`src/rtl/mem_stage_access_ctrl.sv`:
```
// mem_stage_access_ctrl: MEM-stage data RAM access controller with MEM/WB register
//
// Serves the load/store carried by EX/MEM through a registered req/ack handshake
// to the data RAM, stalling the upstream pipeline while the access is outstanding.
// All state changes on the falling edge of clk, in step with the pipeline registers.
//
// Ports:
//   clk, reset               falling-edge clock, asynchronous active-high reset
//   mem_read_in/write_in     load/store request from EX/MEM (write wins if both)
//   addr_in, wdata_in        effective address / store data from EX/MEM
//   wb_addr_in, reg_write_in,
//   mem_to_reg_in            writeback controls from EX/MEM
//   stall_out                freeze PC/IF/ID/EX/EX-MEM while high (combinational)
//   ram_req/we/addr/wdata    registered RAM request
//   ram_rdata, ram_ack       RAM read data and completion
//   rdata_out, alu_result_out, wb_addr_out,
//   reg_write_out, mem_to_reg_out   MEM/WB register
//   misaligned_err, timeout_err     one-cycle error pulses
module mem_stage_access_ctrl #(
    parameter int TIMEOUT = 15
) (
    input  logic        clk,
    input  logic        reset,
    input  logic        mem_read_in,
    input  logic        mem_write_in,
    input  logic [31:0] addr_in,
    input  logic [31:0] wdata_in,
    input  logic [4:0]  wb_addr_in,
    input  logic        reg_write_in,
    input  logic        mem_to_reg_in,
    output logic        stall_out,
    output logic        ram_req,
    output logic        ram_we,
    output logic [31:0] ram_addr,
    output logic [31:0] ram_wdata,
    input  logic [31:0] ram_rdata,
    input  logic        ram_ack,
    output logic [31:0] rdata_out,
    output logic [31:0] alu_result_out,
    output logic [4:0]  wb_addr_out,
    output logic        reg_write_out,
    output logic        mem_to_reg_out,
    output logic        misaligned_err,
    output logic        timeout_err
);
    typedef enum logic [1:0] {IDLE, WAIT, DONE} state_t;

    state_t      r_state;
    state_t      w_next;
    logic [7:0]  r_cnt;
    logic [31:0] r_rdata_buf;
    logic        r_abort;
    logic        w_mem_op;
    logic        w_issue;
    logic        w_expire;

    assign w_mem_op = mem_read_in | mem_write_in;
    assign w_issue  = w_mem_op & (addr_in[1:0] == 2'b00);
    assign w_expire = r_cnt == 8'(TIMEOUT - 1);

    // Gated by reset so the pipeline is released the moment reset asserts,
    // even though EX/MEM may still present a memory op.
    assign stall_out = ~reset & ((r_state == IDLE & w_issue) | r_state == WAIT);

    always_ff @(negedge clk or posedge reset) begin
        if (reset) r_state <= IDLE;
        else       r_state <= w_next;
    end

    // Ack is checked before the timeout so a late ack on the final edge still completes.
    always_comb begin
        w_next = r_state;
        case (r_state)
            IDLE:    w_next = w_issue ? WAIT : IDLE;
            WAIT:    w_next = (ram_ack | w_expire) ? DONE : WAIT;
            default: w_next = IDLE;
        endcase
    end

    always_ff @(negedge clk or posedge reset) begin
        if (reset) begin
            ram_req        <= 1'b0;
            ram_we         <= 1'b0;
            ram_addr       <= '0;
            ram_wdata      <= '0;
            rdata_out      <= '0;
            alu_result_out <= '0;
            wb_addr_out    <= '0;
            reg_write_out  <= 1'b0;
            mem_to_reg_out <= 1'b0;
            misaligned_err <= 1'b0;
            timeout_err    <= 1'b0;
            r_cnt          <= '0;
            r_rdata_buf    <= '0;
            r_abort        <= 1'b0;
        end else begin
            misaligned_err <= 1'b0;
            timeout_err    <= 1'b0;
            case (r_state)
                IDLE: begin
                    if (w_issue) begin
                        ram_req   <= 1'b1;
                        ram_we    <= mem_write_in;
                        ram_addr  <= addr_in;
                        ram_wdata <= wdata_in;
                        r_cnt     <= '0;
                    end else begin
                        // Plain pass-through, or a misaligned access dropped without
                        // touching the RAM and without letting it write a register.
                        alu_result_out <= addr_in;
                        wb_addr_out    <= wb_addr_in;
                        reg_write_out  <= reg_write_in & ~w_mem_op;
                        mem_to_reg_out <= mem_to_reg_in;
                        rdata_out      <= '0;
                        misaligned_err <= w_mem_op;
                    end
                end
                WAIT: begin
                    if (ram_ack) begin
                        ram_req     <= 1'b0;
                        r_rdata_buf <= ram_we ? 32'd0 : ram_rdata;
                    end else if (w_expire) begin
                        ram_req     <= 1'b0;
                        r_rdata_buf <= '0;
                        r_abort     <= 1'b1;
                        timeout_err <= 1'b1;
                    end else begin
                        r_cnt <= r_cnt + 8'd1;
                    end
                end
                default: begin
                    // EX/MEM still presents the completed instruction; retire it.
                    alu_result_out <= addr_in;
                    wb_addr_out    <= wb_addr_in;
                    reg_write_out  <= reg_write_in & ~r_abort;
                    mem_to_reg_out <= mem_to_reg_in;
                    rdata_out      <= r_rdata_buf;
                    r_abort        <= 1'b0;
                end
            endcase
        end
    end
endmodule
```
`config.mk`:
```
export PLATFORM = sky130hd
export DESIGN_NAME = mem_stage_access_ctrl
export DESIGN_NICKNAME = d
export VERILOG_FILES = /design/src/rtl/mem_stage_access_ctrl.sv
export SDC_FILE = /design/constraint.sdc
export NUM_CORES = 1
export LEC_CHECK = 0
export CAP_MARGIN = 10
export CORE_MARGIN = 4
export CORE_UTILIZATION = 30
export CTS_BUF_LIST = sky130_fd_sc_hd__clkbuf_8
export DETAILED_ROUTE_END_ITERATION = 8
export PLACE_DENSITY = 0.57
export SYNTH_ARGS = -nofsm -noshare
export SYNTH_HDL_FRONTEND = slang
export SYNTH_SLANG_ARGS = --single-unit
```
`constraint.sdc`:
```
create_clock -name clk -period 14.9 [get_ports clk]
set_input_delay 2.235 -clock clk [delete_from_list [all_inputs] [get_ports clk]]
set_output_delay 2.235 -clock clk [all_outputs]
set_load 0.005 [all_outputs]
```
==> out/qor.yml <==
final_area_um2: 10100
core_area_um2: 22800
routed-wl-met3_um: 1150
grt_usage_pct: 13.9
start_util_pct: 30.8
gr-total-overflow: 0
ctsLongestPathBuffers: 2
clkTransAtPathRegs_ns: 0.06
hpwl_um: 12200
criticalPathCategory: "flop to primary output"
synth-compound-area-share_pct: 10.0
wl_met1_um: 7870
slew_violations: 0
die_x_um: 161
synth_top_family_by_area: "multiplexers"
drtPass1Iterations: 4
drt_iter0_drc: 290
seq_area_frac_synth_pct: 64.6
peakVddDrop_mv: 0.0539
drv_cap: 0
num_antenna_cells: 0
clock_latency_ns: 0.42
rows: 55
endpoint_kind: "primary output"
cts_max_level: 4
maxSlewHeadroom_pct: 31.4
power_leakage_nw: 4.38
hold_viol_final: 0
worst_pin_slew_ns: 1.02
finClkSkew_ns: 0.0118
yosys_warnings: 0
synth_area_leaders: "dfrtn_1, mux2_2, a22o_1, mux2_4, buf_6"
vias: 4596
critPathArrivalTime_ns: 9.82
synth_simple_gate_area_share_pct: 3.32
rsz0062_at_grt: "false"
setup_viol: 0
yosys.area_share.xor_xnor_pct: 0.124
io_buffers: 247
drc_errors: 0
syn_to_final_growth_pct: 43.4
cts_tree: "done"
postCtsResizedCells: 0
ys_ff_latch: 182
wl_met2_um: 8630
synth_edf_count: 0
synth_nets: 545
die_area_um2: 26000
syn_area_um2: 7050
grt_pass1_wl_um: 28500
gp_congestion: 0.742
start_kind: "flop"
cts_root_buffer: "clkbuf_8"
ios: 248
dpl_cell_area_um2: 9730
postSynthCellCount: 435
synth_common_cells: "dfrtn_1, a22o_1, mux2_2"
async_reset_ff_share_pct: 100
drt_wl_total_um: 17900
grt_antenna_before_repair: 0
grt_pass1_vias: 5053
antenna_left: 0
status: "finished clean"
cts.sinks: 182
power_density_nw_per_um2: 135
synth_top_area_share_pct: 64.6
postCtsHoldBufs: 0
total_power_mw: 1.37
cts_setup_buffers: 0
cts_buffers: 17
synth_top_area_cell: "dfrtn_1"
avgSynthCellArea_um2: 16.2
cp_max_fo: 37
drt-vias-per-instance: 4.57
top_layer: "met4"
setup_tns_ns: 0
worstPathRequired_ns: 12.66
grt_max_degree: 130
synthAdderAreaFrac_pct: 0.355
min_path_type: "flop to flop"
die_h_um: 161
final_nets: 790
synthFlopType: "dfrtn_1"
synth_mux_area_share_pct: 17.9
routedWlPerCell_um: 17.8
yosys.cell_types.count: 42
drive_above_1_share_pct: 21.5
synth_most_common_cell: "dfrtn_1"
[state kept, by name, indices dropped and copies added (netlist names)]
signal	flops
r_cnt	8
mem_to_reg_out	1
misaligned_err	1
ram_req	1
wb_addr_out	5
ram_addr	32
ram_wdata	32
timeout_err	1
r_state	2
ram_we	1
r_abort	1
rdata_out	32
r_rdata_buf	32
alu_result_out	32
reg_write_out	1
[logic make-up (layout without fill, tap and decap cells)]
family          Yosys count  in the layout
flops                   182            182
mux                     100            100
compound gates           83             83
buf+inv                  34            292
simple gates             33             33
fa+ha+maj                 2              2
xor+xnor                  1              1
[metal layers]
metal	track usage, %	up-vias
met4	4.38	0
met3	4.39	19
met1	17.1	2344
met2	23.3	161
met5	0	-
li1	-	2072
[final timing paths]
kind	cells past startpoint	slack (ns)	start	end
setup / recovery	6	2.84	r_state[1]	stall_out
hold / removal	1	0.44	ram_addr[1]	ram_addr[1]
setup reg to reg	6	12.46	r_state[1]	alu_result_out[17]
hold reg to reg	1	0.44	ram_addr[1]	ram_addr[1]
max in group asynchronous	3	3.96	reset	rdata_out[31]
min in group asynchronous	2	9.72	reset	rdata_out[18]
[critical path: stages (launching register included)]
cell             delay (ns)
dfrtn_1                0.39
buf_4                  0.39
nor2_2                 0.10
nand3b_1               0.13
buf_4                  0.36
a21oi_1                0.12
clkdlybuf4s50_1        0.46
[report_power, final]
part | total, mW | switching [mW] | internal, mW
Sequential | 0.675 | 0.0630 | 0.612
Combinational | 0.372 | 0.122 | 0.250
Clock | 0.319 | 0.194 | 0.125
Total | 1.37 | 0.380 | 0.987
[per-stage QoR]
step                      hold slack (ns)  setup slack, ns  util, %  std cells
after floorplan                     0.415            0.456        -        435
after global placement              0.431             2.96     42.6        974
after detailed placement            0.435             2.94     42.6        974
after CTS                           0.441             2.77     44.2       1006
after global routing                0.457             2.68     44.2       1006
final                               0.438             2.84     44.2       1006
[cell usage in the layout (no fill, tap or decap), types with 2 or more instances in the layout]
| cell | instances |
|---|---|
| inv_1 | 7 |
| mux2_2 | 64 |
| o21ai_0 | 4 |
| and3_1 | 2 |
| clkinv_4 | 3 |
| and2_1 | 3 |
| nor2_1 | 2 |
| dfrtn_1 | 182 |
| nor4_1 | 2 |
| clkinvlp_4 | 4 |
| a21oi_1 | 2 |
| clkdlybuf4s50_1 | 247 |
| o2bb2ai_1 | 2 |
| or3_1 | 2 |
| a22o_1 | 66 |
| clkbuf_8 | 18 |
| nand3_1 | 8 |
| ha_1 | 2 |
| buf_4 | 5 |
| inv_8 | 4 |
| mux2_4 | 36 |
| a21o_1 | 2 |
[area by class of cell]
type                            instances  area [µm²]
Fill cell                            2071       12700
Sequential cell                       182        4550
Tap cell                              313         392
Inverter                                8        37.5
Clock inverter                         14         124
Multi-Input combinational cell        219        2240
Clock buffer                           18         248
Timing Repair Buffer                  252        2510
(Power assumes the default switching activity.)
